==> src/rtl/serdes_pcs_pkg.sv <==
// Shared PCS definitions: block-sync FSM states, sync header codes and the
// lock/unlock thresholds also used by the Tx side.
package serdes_pcs_pkg;

  typedef enum logic [1:0] {HUNT, SLIP_WAIT, LOCKED} blk_sync_state_t;

  localparam logic [1:0] SH_DATA = 2'b01;
  localparam logic [1:0] SH_CTRL = 2'b10;

  localparam int LOCK_CNT_DEF   = 64;
  localparam int UNLOCK_INV_DEF = 16;

  function automatic logic sh_valid(input logic [1:0] sh);
    return (sh == SH_DATA) || (sh == SH_CTRL);
  endfunction

endpackage

==> src/rtl/block_sync_shifter.sv <==
// Combinational 128->64 barrel select: window = cat[offset +: WORD_WIDTH],
// with bit 0 being the earliest received bit.
module block_sync_shifter #(
  parameter int WORD_WIDTH = 64
) (
  input  logic [0:2*WORD_WIDTH-1]        cat_i,
  input  logic [$clog2(WORD_WIDTH)-1:0]  offset_i,
  output logic [0:WORD_WIDTH-1]          window_o
);

  localparam int IW = $clog2(2*WORD_WIDTH);

  logic [IW-1:0] idx;

  always_comb begin
    window_o = '0;
    idx      = '0;
    for (int i = 0; i < WORD_WIDTH; i++) begin
      idx         = IW'(offset_i) + IW'(i);
      window_o[i] = cat_i[idx];
    end
  end

endmodule

==> src/rtl/block_sync.sv <==
// 64b/66b-style Rx block synchroniser: slip-based hunt for the sync header,
// lock/unlock hysteresis, and registered aligned payload for the descrambler.
module block_sync
  import serdes_pcs_pkg::*;
#(
  parameter int DATA_WIDTH    = 62,
  parameter int WORD_WIDTH    = 64,
  parameter int LOCK_CNT      = LOCK_CNT_DEF,
  parameter int UNLOCK_INV    = UNLOCK_INV_DEF,
  parameter int SLIP_WAIT_CYC = 2
) (
  input  logic                           clk_390p625M,
  input  logic                           rst,
  input  logic [0:WORD_WIDTH-1]          raw_data_in,
  input  logic                           raw_valid_in,
  output logic [0:DATA_WIDTH-1]          scrambled_data_out,
  output logic [1:0]                     sync_header_out,
  output logic                           data_valid_out,
  output logic                           header_err_out,
  output logic                           block_lock_out,
  output logic [$clog2(WORD_WIDTH)-1:0]  slip_offset_out
);

  localparam int OFF_W  = $clog2(WORD_WIDTH);
  localparam int WAIT_W = (SLIP_WAIT_CYC > 1) ? $clog2(SLIP_WAIT_CYC) : 1;

  blk_sync_state_t       state_q, state_d;
  logic [0:WORD_WIDTH-1] word_d1_q, word_d1_d;
  logic [OFF_W-1:0]      offset_q, offset_d;
  logic [6:0]            sh_cnt_q, sh_cnt_d;
  logic [4:0]            sh_inv_cnt_q, sh_inv_cnt_d;
  logic [WAIT_W-1:0]     wait_q, wait_d;
  logic                  lock_q, lock_d;
  logic [0:DATA_WIDTH-1] data_q, data_d;
  logic [1:0]            sh_q, sh_d;
  logic                  err_q, err_d;
  logic                  dv_q, dv_d;

  logic [0:2*WORD_WIDTH-1] cat;
  logic [0:WORD_WIDTH-1]   window;
  logic [1:0]              sh;
  logic                    hv;
  logic                    slip;
  logic [6:0]              cnt_nx;
  logic [4:0]              inv_nx;

  assign cat = {word_d1_q, raw_data_in};

  block_sync_shifter #(.WORD_WIDTH(WORD_WIDTH)) u_shifter (
    .cat_i    (cat),
    .offset_i (offset_q),
    .window_o (window)
  );

  assign sh = {window[0], window[1]};
  assign hv = sh_valid(sh);

  always_comb begin
    state_d      = state_q;
    word_d1_d    = word_d1_q;
    offset_d     = offset_q;
    sh_cnt_d     = sh_cnt_q;
    sh_inv_cnt_d = sh_inv_cnt_q;
    wait_d       = wait_q;
    lock_d       = lock_q;
    data_d       = data_q;
    sh_d         = sh_q;
    err_d        = err_q;
    dv_d         = 1'b0;
    slip         = 1'b0;
    cnt_nx       = sh_cnt_q + 7'd1;
    inv_nx       = sh_inv_cnt_q + (hv ? 5'd0 : 5'd1);

    if (raw_valid_in) begin
      word_d1_d = raw_data_in;
      data_d    = window[2 +: DATA_WIDTH];
      sh_d      = sh;
      err_d     = !hv;

      unique case (state_q)
        HUNT: begin
          if (!hv) begin
            slip = 1'b1;
          end else if (cnt_nx == 7'(LOCK_CNT)) begin
            state_d  = LOCKED;
            lock_d   = 1'b1;
            sh_cnt_d = '0;
          end else begin
            sh_cnt_d = cnt_nx;
          end
        end
        SLIP_WAIT: begin
          // Let the two-word window refill at the new offset before trusting headers.
          if (wait_q == WAIT_W'(SLIP_WAIT_CYC - 1)) begin
            state_d = HUNT;
            wait_d  = '0;
          end else begin
            wait_d = wait_q + WAIT_W'(1);
          end
        end
        LOCKED: begin
          // Unlock is checked first so a 16th bad header on the 64th word wins.
          if (inv_nx == 5'(UNLOCK_INV)) begin
            slip   = 1'b1;
            lock_d = 1'b0;
          end else if (cnt_nx == 7'(LOCK_CNT)) begin
            sh_cnt_d     = '0;
            sh_inv_cnt_d = '0;
          end else begin
            sh_cnt_d     = cnt_nx;
            sh_inv_cnt_d = inv_nx;
          end
        end
        default: state_d = HUNT;
      endcase

      if (slip) begin
        offset_d     = offset_q + OFF_W'(1);
        sh_cnt_d     = '0;
        sh_inv_cnt_d = '0;
        wait_d       = '0;
        state_d      = SLIP_WAIT;
      end

      dv_d = lock_d;
    end
  end

  always_ff @(posedge clk_390p625M) begin
    if (rst) begin
      state_q      <= HUNT;
      word_d1_q    <= '0;
      offset_q     <= '0;
      sh_cnt_q     <= '0;
      sh_inv_cnt_q <= '0;
      wait_q       <= '0;
      lock_q       <= 1'b0;
      data_q       <= '0;
      sh_q         <= '0;
      err_q        <= 1'b0;
      dv_q         <= 1'b0;
    end else begin
      state_q      <= state_d;
      word_d1_q    <= word_d1_d;
      offset_q     <= offset_d;
      sh_cnt_q     <= sh_cnt_d;
      sh_inv_cnt_q <= sh_inv_cnt_d;
      wait_q       <= wait_d;
      lock_q       <= lock_d;
      data_q       <= data_d;
      sh_q         <= sh_d;
      err_q        <= err_d;
      dv_q         <= dv_d;
    end
  end

  assign scrambled_data_out = data_q;
  assign sync_header_out    = sh_q;
  assign data_valid_out     = dv_q;
  assign header_err_out     = err_q;
  assign block_lock_out     = lock_q;
  assign slip_offset_out    = offset_q;

endmodule

==> config.mk <==
export PLATFORM = sky130hd
export DESIGN_NAME = block_sync
export DESIGN_NICKNAME = d
export VERILOG_FILES = /design/src/rtl/serdes_pcs_pkg.sv /design/src/rtl/block_sync_shifter.sv /design/src/rtl/block_sync.sv
export SDC_FILE = /design/constraint.sdc
export NUM_CORES = 1
export LEC_CHECK = 0
export CAP_MARGIN = 20
export CORE_ASPECT_RATIO = 1.1
export CORE_MARGIN = 1.5
export CORE_UTILIZATION = 25
export DETAILED_ROUTE_END_ITERATION = 8
export DONT_BUFFER_PORTS = 1
export SYNTH_ARGS = -nofsm -noshare
export SYNTH_HDL_FRONTEND = slang
export SYNTH_HIERARCHICAL = 1
export SYNTH_SLANG_ARGS = --single-unit
==> constraint.sdc <==
create_clock -name clk_390p625M -period 5.9 [get_ports clk_390p625M]
set_clock_uncertainty 0.1 [all_clocks]
set_input_delay 0.59 -clock clk_390p625M [delete_from_list [all_inputs] [get_ports clk_390p625M]]
set_output_delay 0.59 -clock clk_390p625M [all_outputs]
set_load 0.03 [all_outputs]
* Word-level counts from Yosys, hierarchy flattened *
Index checks and enable logic that the tools add are counted.
W data, S select, Z words.

storage, ports and cells
  flip-flop bits (word level) = 152
  output and inout bits = 73

operators by class
  mux-type cells = 218
  equality and inequality tests = 12
  reduce and logical (&&, ||, !) cells = 12
  bitwise gates (word level) = 65
  add/sub/neg operators = 67
  magnitude comparators = 64

operators by type and width
  cell                   count
  $ge A8 B8 Y1 const B   64
  $not A7 Y8             63
  $bmux W1 S7            64
  $add A6 B6 Y7 const B  32
  $mux W1                138
  $add A6 B5 Y7 const B  16
  $add A6 B4 Y7 const B  8
  $add A6 B3 Y7 const B  4
  $mux W7                4
  $mux W5                4
  $add A6 B2 Y7 const B  2
  $pmux W7 S2            1
  $ne A3 B3 Y1 const B   4
  $mux W2                4
  $not A6 Y8             1
  $add A6 B1 Y7 const B  1
  $add A7 B1 Y7 const B  1
  $eq A7 B7 Y1 const B   1
  $add A6 B1 Y6 const B  1
  $pmux W2 S3            1
  $add A5 B1 Y5          1
  $eq A5 B5 Y1 const B   1
  $reduce_and A5 Y1      1
  $eq A2 B1 Y1 const B   2
  other kinds (15)       19

* Logic depth before layout (Yosys ltp) *
Gate-level depths: netlist (run 1).

  word-level depth = 15
  gate-level depth with buffers = 26

* Cells and area by module *
The synthesis (run 1) kept the hierarchy.

by module, submodules not included
  module              times used  sequential area each (um^2)  cells each  area an instance (um^2)
  block_sync_shifter  1           0.0                          1,631       14,666.6
  block_sync          1           3,042.9                      579         5,784.3

* Worst setup path before layout (run 1) *
No wires, ideal clock.

  kind = reg-to-reg
  start = register offset_q[1], in the netlist slip_offset_out[1]
  end = register offset_q[2], in the netlist slip_offset_out[2]
  required time = 5.672 ns
  arrival time = 6.385 ns
  buffers on the path = 9
  period minus slack after synthesis = 6.613 ns
  cell stages (with the launch flop) = 27
  slack = -0.713 ns
  cells stage by stage = dfxtp_1 buf_6 buf_6 buf_2 buf_2 clkbuf_1 inv_1 ha_1 buf_2 clkbuf_1 buf_1 mux4_2 o211ai_1 nand4_1 mux2_2 mux4_2 xor2_1 inv_1 ha_1 ha_1 or3b_1 or4_1 o21ai_2 buf_6 o211ai_2 xor2_1 nor2_1

on the way
  cells in the longest elaborated chain, start to end = 14
  elaborated cells between the ends (all ways) = 21
  classes of those cells = add/sub: 3; eq/ne: 3; mux: 11; bitwise: 2; reduce/logical: 2

ends and longest elaborated chain
  what                                                 RTL line                            text
  from (decl)                                          block_sync.sv:29                    logic [OFF_W-1:0] offset_q, offset_d;
  from (signal assigned)                               block_sync.sv:145                   offset_q <= offset_d;
  $add A6 B1 Y7 (*)                                    block_sync_shifter.sv:19            idx = IW'(offset_i) + IW'(i);
  $not A7 Y8 (implied by the code) (*)                 block_sync_shifter.sv:20            window_o[i] = cat_i[idx];
  $bmux W1 S7 (*)                                      block_sync_shifter.sv:20
  $mux W1 (implied by the code) (*) (2 in a row)       block_sync_shifter.sv:20
  net window, one bit                                  block_sync.sv:40                    logic [0:WORD_WIDTH-1] window;
  $eq A2 B1 Y1 / $eq A2 B2 Y1 (equally long branches)  serdes_pcs_pkg.sv:14                return (sh == SH_DATA) || (sh == SH_CTRL);
  $logic_or A1 B1 Y1 (*)                               serdes_pcs_pkg.sv:14
  $mux W1                                              block_sync.sv:72, block_sync.sv:82
  $add A5 B1 Y5                                        block_sync.sv:72                    inv_nx = sh_inv_cnt_q + (hv ? 5'd0 : 5'd1);
  $eq A5 B5 Y1                                         block_sync.sv:103                   if (inv_nx == 5'(UNLOCK_INV)) begin
  $mux W1                                              block_sync.sv:103
  $pmux W1 S2 (*)                                      block_sync.sv:80                    unique case (state_q)
  $mux W1 (*)                                          block_sync.sv:74                    if (raw_valid_in) begin
  $reduce_and A2 Y1 (no line) (*)                      --

The timed path passes the listed nets; every way through them passes the cells marked *. The select of a mux whose other input is x is not followed.
A chain may end at the register's enable or synchronous reset.

* Worst setup path in the final report (run 1) *
  start = register offset_q[1], in the netlist slip_offset_out[1]
  end = register offset_q[1], in the netlist slip_offset_out[1]

The elaborated chain is that of the path after synthesis.

==> results by group, run 1 <==
Cells and area
  – Syn-to-layout area delta: 8.27%
  – Reg area: roughly 0.0031 sq mm
  – Multi-input logic area: 0.0165 sq mm
  – Fraction of layout instances using a drive strength above 1: 0.227
  – Fillcell total: around 8600
  – # diodes: 0
  – Nets: about 2200

Power and ir drop
  – Internal Power: 3800 uW
  – Sequential share of power: 0.190
  – Clock power frac: 0.153
  – Net Sw Power: 3880 uW
  – Sw frac: 0.505
  – Power Total: about 7700 uW
  – Combinational group share of total power: 0.658
  – Static leakage: between 0.007 and 0.008 uW
  – Cell Pwr Density: 347 mW/mm^2
  – Worst vdd ir: roughly 0.21 mV

Place
  – PortBufs: 0
  – Gp weighted congestion: 1.04
  – Detail Placement HPWL: 70400 um

Global route
  – Vias in the first global route: between 15000 and 20000
  – Remaining global-route overflow: 0
  – Top Usage Layer GRT: met2
  – Met2 usage: 0.329
  – Largest net degree at the start of global routing: 151
  – First-pass GRT wire length: 131000 um
  – Initial antenna violation count: 4
  – Met1 usage: 0.263
  – Routing usage on met3: 0.0608
  – Aggregate global-route resource usage: 0.215

Clocking
  – Post-CTS resize count: 0
  – Post-CTS setup buffer count: 0
  – Worst-Skew Late Latency: approximately 0.52 ns
  – Hold buffer count at CTS: 0
  – Clock Path Buffers: 2
  – CTS tree: built
  – Clock Pin Slew Worst Setup and Hold Paths: about 0.08 ns
  – # clock sinks: 152
  – H-tree levels: 4
  – Clk root buf: clkbuf_16
  – CTS Buf Count: 17

Synth
  – FFs w/ async S/R, synth: 0
  – Seq/Total Area, Yosys: 0.149
  – Post-synth EDFFs: 0
  – Cells after synthesis: about 2200
  – Simple-Gate Fraction of Synth Area: 0.136
  – Post-Syn Nets: 2305
  – Xor/xnor cell area share of the yosys netlist: 0.0314
  – Most used DFF post-synth: dfxtp_1
  – YS warnings: 6
  – Mapped Area: between 0.02 and 0.025 sq mm
  – Unique masters post-synth: 73
  – Seq cells post-synth: 152
  – Post-synthesis compound-gate area fraction: 0.138
  – Mux cell area share after synthesis: 0.479
  – Mapped Avg Cell Area: 9.25 sq um
  – Post-Synth Adder-Cell Area: 0.0171
  – Largest family of logic cells by synthesized area: multiplexers

Route
  – Post-route antenna net violation count: 0
  – Drc violations: 0
  – WL/cell: 28.7 um
  – Overall routed net length: between 90000 and 100000 um
  – Vias per cell: between 6 and 7
  – Via Count: 19800
  – First DRT Iteration DRCs: 2649
  – Drt first pass iters: 5

Min path
  – Hold Path Class: input port to register

Floorplanning
  – Initial core utilization: 0.253
  – Die Height: between 300 and 400 um
  – Ports: between 100 and 150
  – Core Area: between 0.08 and 0.09 sq mm
  – Cell Rows: between 100 and 150
  – Die area: between 0.08 and 0.09 sq mm
  – Die span in x: between 200 and 300 um

Timing
  – Fmax: about 180 MHz
  – Final setup TNS: 0 ns
  – Slew @ Worst Pin: ~1.1 ns
  – RSZ-0062 raised after global routing: false
  – Fin crit period: approximately 5.5 ns
  – Slew margin rel.: 0.218
  – Final Setup Violations: 0
  – Pins Over Slew Limit: 0
  – Fin crit share: 0.939
  – Final hold vios: 0

Setup path
  – CP dominant cell by count: ha_1
  – Cells along the critical path: ha_1 -> and3b_1 -> nor2_2 -> mux4_2 -> mux2i_1 -> mux4_2 -> xor2_2 -> inv_1 -> ha_1 -> ha_1 -> or3b_1 -> or4_1 -> o21ai_2 -> o21ai_0 -> mux2i_1 -> nor2_1
  – Arr. time, crit path: approximately 5.8 ns
  – CP peak stage delay: 0.59 ns
  – CP startpoint kind: register
  – Crit path max-delay cell type: mux4_2
  – Critical path's top delay family: simple AND/OR/NAND/NOR gates
  – WP data required: around 6.2 ns
  – Reg2Reg Setup Slack: around 0.36 ns
  – WS Path Type: register to register
  – Crit end category: register
  – CP max FO: 13
  – CP Buf/Inv Count: 1

Outcome
  – Outcome: finished, final reports clean

Run
  – Number of max-cap violations: 0
[stage by stage]
step | util | hold WS, ns | setup WS [ns] | area [sq um] | instances
finish | 0.274 | 0.0537 | 0.359 | 22100 | 3182
global route | 0.274 | 0.0260 | 0.182 | 22100 | 3182
CTS | 0.274 | 0.0220 | 0.479 | 22100 | 3181
detailed placement | 0.267 | 0.373 | 0.502 | 21500 | 3149
global placement | 0.266 | 0.370 | 0.583 | 21500 | 3148
floorplan | - | 0.349 | 0.0221 | 20500 | 2210
[cells in the mapped netlist, types with 22 or more instances]
cell        n  area [sq um]
nor4_1     26           163
o22ai_1   116           726
o21ai_0    54           270
nor2_1    235           882
dfxtp_1   152          3040
nand2_1   121           454
buf_1      22          82.6
a211oi_1   32           240
nor3_1     95           475
mux2i_1   348          3480
a21oi_1    66           330
mux2_2    165          1860
mux4_2    177          3990
buf_2      50           250
mux2_1     35           394
xnor2_1    53           464
clkbuf_1   84           315
ha_1       28           350
nand4_1    30           188
[cells in the final DEF, fill, tap and decap left out, types with 53 or more instances in the layout]
cell type    n
o22ai_1    116
nor3_1      95
dfxtp_1    146
nor2_1     235
mux4_2     177
mux2_2     165
o21ai_0     53
nand2_1    121
buf_4       65
mux2i_1    348
a21oi_1     66
[layout make-up]
class,instances,share of cell area
Clock buffer,17,0.0192
Multi-Input combinational cell,1851,0.744
Inverter,22,0.00373
Timing Repair Buffer,71,0.0272
Clock inverter,15,0.00802
Tap cell,1054,0.0596
Sequential cell,152,0.138
[worst reg2reg max path, cell delays in order (launching register included)]
cell and delay [ns]:
dfxtp_4 0.37, ha_1 0.30, and3b_1 0.44, nor2_2 0.57, mux4_2 0.59, mux2i_1 0.19
mux4_2 0.33, xor2_2 0.22, inv_1 0.07, ha_1 0.21, ha_1 0.31, or3b_1 0.37
or4_1 0.42, o21ai_2 0.22, o21ai_0 0.37, mux2i_1 0.30, nor2_1 0.06
[worst paths after layout]
check                startpoint                     end  depth (start not counted)
max          slip_offset_out[1]      slip_offset_out[1]                         16
min reg2reg     sh_inv_cnt_q[0]         sh_inv_cnt_q[0]                          1
max reg2reg  slip_offset_out[1]      slip_offset_out[1]                         16
min                         rst  scrambled_data_out[20]                          1
[cells by family after synthesis]
kind of cell / Yosys count
AO/OA/AOI/OAI: 423
XOR/XNOR: 70
adder cells (fa/ha/maj): 28
buffers and inverters: 207
flip-flops: 152
multiplexers: 730
AND/OR/NAND/NOR: 600
[power by group through the flow]
stage	combinational, uW	clock (uW)	sequential [uW]
floorplan	3490	0	1410
detailed placement	4860	0	1480
finish	5050	1170	1460
CTS	4880	1200	1460
global placement	4810	0	1480
global route	5230	1230	1470
[metal layers]
| layer | wire length (um) | part of all wire |
|---|---|---|
| met1 | 34400 | 0.38 |
| met2 | 40500 | 0.44 |
| met5 | 46 | 0.00050 |
| met4 | 6450 | 0.071 |
| met3 | 9840 | 0.11 |
[sequential cells by signal, summed over array words and instances, names as in the netlist, 2 cells and up]
signal and cells:
state_q 2, slip_offset_out 6, word_d1_q 64, sync_header_out 2
scrambled_data_out 62, sh_cnt_q 7, sh_inv_cnt_q 5
Note: power is estimated with default switching activity, not from simulation.
==> inputs of run 2 (changes only) <==
MAX_ROUTING_LAYER = met4   (was unset)
clock period = 5 ns   (was 5.9 ns; I/O delays follow)
==> run 2 against run 1 <==
- total power up 21%
- sequential power grew 17%
- critical path depth increased by 3
- critical endpoint is now slip_offset_out[2]
- largest power group unchanged
==> results by group, run 2 (same netlist as run 1, synthesis figures left out) <==
Global route
  – Aggregate global-route resource usage: 0.228 (+0.0135)
  – First-pass GRT wire length: 134000 um (+2.3%)
  – Initial antenna violation count: 1 (-3)
  – Remaining global-route overflow: 0 (unchanged)
  – Largest net degree at the start of global routing: 136 (-9.9%)
  – Vias in the first global route: 18200 (+1.3%)

Route
  – Vias per cell: 6.15 (-0.94%)
  – Drt first pass iters: 7 (+2)
  – Overall routed net length: 94800 um (+3.9%)
  – Post-route antenna net violation count: 0 (unchanged)
  – WL/cell: 29.3 um (+2.2%)
  – Drc violations: 0 (unchanged)
  – First DRT Iteration DRCs: 2463 (-7.0%)
  – Via Count: 19900 (+0.71%)

Timing
  – Worst Hold Margin: 0.0501 ns (-0.00362 ns)
  – Final Setup Violations: 0 (unchanged)
  – Fin crit period: 4.78 ns (-0.758 ns)
  – Pins Over Slew Limit: 0 (unchanged)
  – Slew @ Worst Pin: 1.03 ns (-0.115 ns)
  – Fmax: 209 MHz (+16%)
  – Final hold vios: 0 (unchanged)
  – Slew margin rel.: 0.312 (+0.0938)
  – RSZ-0062 raised after global routing: false
  – Fin crit share: 0.957 (+0.0174)

Clocking
  – Clock Pin Slew Worst Setup and Hold Paths: 0.08 ns (about the same)
  – Clock Path Buffers: 2 (unchanged)
  – Clk root buf: clkbuf_16
  – CTS Buf Count: 17 (unchanged)
  – CTS tree: built
  – # clock sinks: 152 (unchanged)
  – Worst-Skew Late Latency: 0.51 ns (about the same)
  – H-tree levels: 4 (unchanged)

Floorplanning
  – Die span in x: 276 um (unchanged)
  – Die area: 0.0835 sq mm (unchanged)
  – Core Area: 0.0807 sq mm (unchanged)
  – Die Height: 303 um (unchanged)
  – Initial core utilization: 0.253 (unchanged)
  – Ports: 140 (unchanged)
  – Cell Rows: 109 (unchanged)

Cells and area
  – Commonest non-fill, non-tap cell in the layout: mux2i_1
  – Reg with most FFs: word_d1_q
  – Nets: 2261 (+2.3%)
  – Design Area, Final: 0.0227 sq mm (+2.7%)
  – Max FFs per register: 64 (unchanged)
  – Fraction of layout instances using a drive strength above 1: 0.246 (+0.0195)
  – Syn-to-layout area delta: 11.1%
  – Non-Filler Instances: 3235 (+1.7%)
  – Most frequent cells in the layout: mux2i_1 (345), nor2_1 (235), mux4_2 (177), mux2_2 (164), dfxtp_1 (146)

Setup path
  – CP peak stage delay: 0.58 ns (about the same)
  – WP data required: 5.26 ns (-0.94 ns)
  – CP startpoint kind: register
  – Arr. time, crit path: 5.04 ns (-0.80 ns)
  – Crit path max-delay cell type: mux4_2
  – WS Path Type: register to register
  – Cells along the critical path: buf_12 -> buf_16 -> buf_6 -> mux2_1 -> mux2i_2 -> mux4_2 -> mux2i_2 -> mux4_2 -> xor2_4 -> inv_2 -> ha_4 -> ha_4 -> or3b_1 -> or4_1 -> o21ai_2 -> buf_6 -> o211ai_2 -> xor2_1 -> nor2_1
  – Crit end category: register
  – CP max FO: 25 (+12)

Outcome
  – Outcome: finished, final reports clean

Min path
  – Hold Path Class: input port to register

Power and ir drop
  – Worst vdd ir: 0.190 mV (-8.4%)
  – Static leakage: 0.00807 uW (+3.5%)
  – Power Total: 9270 uW (+21%)
  – Cell Pwr Density: 408 mW/mm^2 (+17%)

Place
  – Detail Placement HPWL: 72600 um (+3.1%)
  – Post-place instance area: 0.0219 sq mm (+1.7%)
  – Placed Cells: 3184 (+1.1%)
  – Gp weighted congestion: 1.10 (+5.8%)
  – PortBufs: 0 (unchanged)

Run
  – Number of max-cap violations: 0 (unchanged)
==> run 2: changes by cell type in the layout (fill, tap and decap cells not counted), moves of 5 or more <==
cell and delta:
buf_4 +35, dlygate4sd3_1 +5, o21ai_0 -7, o21ai_1 +7
==> run 2: per-layer routing <==
| metal | share of wire | up-vias | GRT usage |
|---|---|---|---|
| li1 | - | 8545 | - |
| met1 | 0.38 | 9757 | 0.272 |
| met2 | 0.44 | 1325 | 0.338 |
| met3 | 0.12 | 283 | 0.0659 |
| met4 | 0.074 | 0 | 0.140 |
| met5 | 0 | - | - |
==> run 2: critical path, delay by kind of cell, from the launching register on <==
family / cells / cell delay (ns)
fa+ha+maj: 2 / 0.38
mux: 5 / 1.56
xor+xnor: 2 / 0.39
buf+inv: 5 / 0.74
simple gates: 3 / 0.90
flops: 1 / 0.38
compound gates: 2 / 0.17
==> run 2: cell type report <==
type	instances	area, sq um
fill	8564	58000
multi-input combinational	1851	16500
sequential	152	3060
tap	1054	1320
timing repair buffer	122	1170
clock buffer	19	433
clock inverter	13	115
inverter	22	90.1
antenna	2	5.00
==> run 2: path summary, 6_finish.rpt <==
| path | start | endpoint | slack (ns) | cells past startpoint |
|---|---|---|---|---|
| max reg2reg | slip_offset_out[0] | slip_offset_out[2] | 0.22 | 19 |
| min | raw_data_in[61] | word_d1_q[61] | 0.05 | 2 |
| max | slip_offset_out[0] | slip_offset_out[2] | 0.22 | 19 |
| min reg2reg | sh_cnt_q[6] | sh_cnt_q[6] | 0.42 | 2 |
==> run 2: per-stage QoR <==
step	worst slack, ns	TNS, ns	util
6_report	0.217	0	0.282
5_1_grt	0.0216	0	0.282
4_1_cts	0.0973	0	0.279
3_5_place_dp	0.130	0	0.271
3_3_place_gp	0.176	0	0.271
2_1_floorplan	-0.264	-3.63	-
==> run 2: timing repair <==
action / in CTS / in global routing
gates resized for setup: 0 / 9
hold endpoints to repair: 113 / 0
setup endpoints to repair: 0 / 16
buffers inserted: 0 / 5
hold buffers: 7 / 0
==> run 2: where the power goes <==
part           leakage, uW  internal, uW  total (uW)  switching [uW]
Clock             0.000253           647        1290             644
Sequential         0.00125          1350        1710             362
Combinational      0.00657          2650        6270            3620
Total              0.00807          4640        9270            4630
==> inputs of run 3 (changes only) <==
GPL_TIMING_DRIVEN = 0   (was unset)
clock period = 4.55 ns   (was 5 ns; I/O delays follow)
==> run 3 against run 2 <==
- the flow now stops in 5_2_route
- synthesized area did not move
- synthesized cell count did not move
- global-route usage rose by 4.5 points
==> results by group, run 3 <==
Synth
  – Unique masters post-synth: 73 (unchanged)
  – Mapped Area: 0.0205 sq mm (unchanged)
  – Seq cells post-synth: 152 (unchanged)
  – Seq/Total Area, Yosys: 0.149 (unchanged)
  – Post-Syn Nets: 2305 (unchanged)
  – Post-synth EDFFs: 0 (unchanged)
  – Most used DFF post-synth: dfxtp_1
  – Share of the synthesized area in the top cell type: 0.195 (unchanged)
  – Synth top cells by count: mux2i_1 (348), nor2_1 (235), mux4_2 (177)
  – Ranking of synthesized cells by area: mux4_2 (19%), mux2i_1 (17%), dfxtp_1 (15%)
  – Most frequent cell after synthesis: mux2i_1
  – YS warnings: 6 (unchanged)
  – Mapped Avg Cell Area: 9.25 sq um (unchanged)
  – Cells after synthesis: 2210 (unchanged)
  – FFs w/ async S/R, synth: 0 (unchanged)
  – Area leader, netlist: mux4_2

Place
  – PortBufs: 0 (unchanged)
  – Post-Place Setup Slack: -2.26 ns (-2.39 ns)
  – Gp weighted congestion: 1.07 (-2.5%)
  – Detail Placement HPWL: 89300 um (+23%)

Outcome
  – Stop err: [ERROR DRT-0255] Maze Route cannot find path of net clk_390p625M in worker of routeBox ( 241500 0 ) ( 275700 48300 ).
  – Outcome: aborted with a tool error
  – Last stage: 5_2_route

Global route
  – Aggregate global-route resource usage: 0.273 (+0.0449)
  – First-pass GRT wire length: 157000 um (+17%)
  – Vias in the first global route: 20200 (+11%)
  – Largest net degree at the start of global routing: 20 (-85%)
  – Remaining global-route overflow: 0 (unchanged)
  – Initial antenna violation count: 2 (+1)

Clocking
  – Clock Path Buffers: 2 (unchanged)
  – Clk root buf: clkbuf_16
  – # clock sinks: 152 (unchanged)
  – H-tree levels: 4 (unchanged)
  – CTS Buf Count: 17 (unchanged)

Floorplanning
  – Initial core utilization: 0.253 (unchanged)
  – Die span in x: 276 um (unchanged)
  – Ports: 140 (unchanged)
  – Die Height: 303 um (unchanged)
  – Cell Rows: 109 (unchanged)

Timing
  – Worst_ep kind: register data pin
  – GR repair worst EP: wait_q$_SDFFE_PP0P_/D
==> run 3: cell counts after synthesis <==
Identical to the previous run, type by type.
==> run 3: cells by family after synthesis <==
group	after synthesis	share of synthesized area
AO/OA/AOI/OAI	423	0.138
XOR/XNOR	70	0.0314
adder cells (fa/ha/maj)	28	0.0171
buffers and inverters	207	0.0499
flip-flops	152	0.149
multiplexers	730	0.479
AND/OR/NAND/NOR	600	0.136
==> run 3: metrics by stage <==
step	std cells	cell area (sq um)	TNS (ns)
CTS	3369	23600	-24.19
floorplan	2210	20700	-12.62
global placement	3264	22000	-116.75
detailed placement	3269	22100	-110.38
global route	3377	23800	-27.79
==> run 3: layer usage <==
layer	global-route usage
met1	0.331
met2	0.401
met3	0.0687
met4	0.178
met5	-
==> run 3: timing repair <==
action | CTS | global route
gates cloned | 1 | 0
endpoints found under the hold margin | 48 | 0
resized for setup | 81 | 39
hold buffers | 48 | 0
endpoints found under the setup margin | 82 | 57
pin swaps | 14 | 18
buffers inserted | 24 | 7
==> inputs of run 4 (changes only) <==
CORE_ASPECT_RATIO = unset   (was 1.1)
CORE_UTILIZATION = 20   (was 25)
MAX_ROUTING_LAYER = unset   (was met4)
PLACE_DENSITY_LB_ADDON = 0.15   (was unset)
==> run 4 against run 3 <==
- the flow now finishes, with violations (negative setup slack)
- global-route usage shrank 2.4 points
==> results by group, run 4 (same netlist as run 1, synthesis figures left out) <==
Outcome
  – Outcome: complete, but fails checks
  – Failing checks: negative setup slack

Place
  – Post-Place Setup Slack: -2.90 ns (-0.641 ns)
  – Detail Placement HPWL: 106000 um (+19%)
  – PortBufs: 0 (unchanged)
  – Gp weighted congestion: 0.994 (-7.0%)
  – Post-place instance area: 0.0225 sq mm (+1.7%)

Clocking
  – CTS Buf Count: 17 (unchanged)
  – Worst-Skew Late Latency: 0.52 ns
  – Clock Pin Slew Worst Setup and Hold Paths: ~0.080 ns
  – Clk root buf: clkbuf_16
  – # clock sinks: 152 (unchanged)
  – CTS tree: built
  – H-tree levels: 4 (unchanged)
  – Clock Path Buffers: 2 (unchanged)

Timing
  – Slew margin rel.: 0.304
  – Setup ws final: -1.33 ns
  – Final Setup Violations: 23
  – Final setup TNS: -26.96 ns
  – Fin crit period: 5.88 ns
  – Final hold vios: 0
  – Fin crit share: 1.29
  – RSZ-0062 raised after global routing: true
  – Fmax: approximately 170 MHz
  – Slew @ Worst Pin: 1.04 ns
  – Pins Over Slew Limit: 0

Global route
  – Aggregate global-route resource usage: 0.249 (-0.0240)
  – Vias in the first global route: 20600 (+1.8%)
  – Initial antenna violation count: 7 (+5)
  – Remaining global-route overflow: 0 (unchanged)
  – First-pass GRT wire length: 179000 um (+14%)
  – Largest net degree at the start of global routing: 20 (unchanged)

Cells and area
  – Design Area, Final: around 0.025 sq mm
  – Syn-to-layout area delta: 20.7%
  – Fin util: 0.243
  – Fraction of layout instances using a drive strength above 1: 0.267
  – Most frequent cells in the layout: mux2i_1 (339), nor2_1 (233), mux4_2 (177), mux2_2 (162), dfxtp_1 (146)
  – Max FFs per register: 64
  – Reg with most FFs: word_d1_q
  – Commonest non-fill, non-tap cell in the layout: mux2i_1
  – Nets: 2434
  – Fillcell total: 11000

Setup path
  – Crit end category: register
  – WS Path Type: register to register
  – CP max FO: 7
  – CP startpoint kind: register
  – Arr. time, crit path: slightly above 6 ns
  – WP data required: about 4.8 ns

Floorplanning
  – Core Area: roughly 0.10 sq mm
  – Initial core utilization: 0.201 (-0.0520)
  – Die area: roughly 0.10 sq mm
  – Die span in x: 323 um (+17%)
  – Cell Rows: 117 (+7.3%)
  – Die Height: 323 um (+6.5%)
  – Ports: 140 (unchanged)

Route
  – WL/cell: between 30 and 40 um
  – Via Count: about 21000
  – Vias per cell: roughly 5.7
  – Overall routed net length: roughly 130000 um
  – First DRT Iteration DRCs: roughly 2300
  – Post-route antenna net violation count: 0
  – Drt first pass iters: 6
  – Drc violations: 0

Min path
  – Hold Path Class: input port to register

Power and ir drop
  – Worst vdd ir: 0.208 mV
  – Static leakage: 0.00869 uW
  – Cell Pwr Density: ~470 mW/mm^2
  – Power Total: around 12000 uW

Run
  – Number of max-cap violations: 0
-- run 4: timing repair --
| item | in CTS | in global routing |
|---|---|---|
| setup endpoints to repair | 88 | 56 |
| gates resized for setup | 127 | 43 |
| pin swaps | 15 | 17 |
| hold buffers | 63 | 0 |
| hold endpoints to repair | 63 | 0 |
| setup buffers | 31 | 15 |
| gates cloned | 3 | 0 |
-- run 4: final timing paths --
path                      start                 end  slack (ns)  depth (start not counted)
max          slip_offset_out[0]  slip_offset_out[2]       -1.33                         24
min             raw_data_in[49]       word_d1_q[49]        0.04                          2
max reg2reg  slip_offset_out[0]  slip_offset_out[2]       -1.33                         24
min reg2reg         sh_cnt_q[1]         sh_cnt_q[1]        0.43                          2
-- run 4: layout make-up --
cell class              instances  area (sq um)  area share
multi-input cells            1851         16900       0.684
flip-flops and latches        152          3060       0.124
well taps                    1368          1710      0.0693
plain buffers                 178          1200      0.0488
repair buffers                117          1120      0.0453
clock buffers                  19           443      0.0179
clock inverters                13           138     0.00557
inverters                      22           114     0.00461
diodes                          2          5.00    0.000203
-- run 4: per-stage QoR --
stage | hold slack, ns | cells
after global placement | 0.404 | 3578
after floorplan | 0.376 | 2210
after detailed placement | 0.414 | 3583
final | 0.0409 | 3722
after CTS | 0.0153 | 3706
after global routing | 0.0708 | 3720
-- run 4: worst max-delay path, cell delays in order (launching register included) --
cell and delay (ns):
dfxtp_4 0.54, buf_12 0.18, clkinvlp_4 0.17, buf_12 0.19, ha_4 0.27, buf_12 0.13
clkbuf_16 0.18, buf_12 0.15, mux4_2 0.36, o211ai_1 0.13, nand4_1 0.16, buf_6 0.17
mux2_4 0.26, mux4_2 0.61, xor2_4 0.22, inv_2 0.06, ha_4 0.16, ha_4 0.21
or3b_1 0.36, or4_4 0.50, o21ai_4 0.10, buf_6 0.16, o211ai_2 0.09, xor2_1 0.19
nor2_1 0.05
-- run 4: where the power goes --
| part | switching, uW | total [uW] | internal [uW] |
|---|---|---|---|
| Clock | 757 | 1540 | 784 |
| Combinational | 4980 | 8100 | 3120 |
| Sequential | 425 | 1910 | 1480 |
-- run 4: per-layer routing --
layer,track usage,part of all wire,up-vias
met4,0.120,0.059,4
met3,0.0433,0.071,241
met1,0.326,0.43,11000
met2,0.396,0.44,1119
met5,0,0.00020,-
li1,-,-,8918
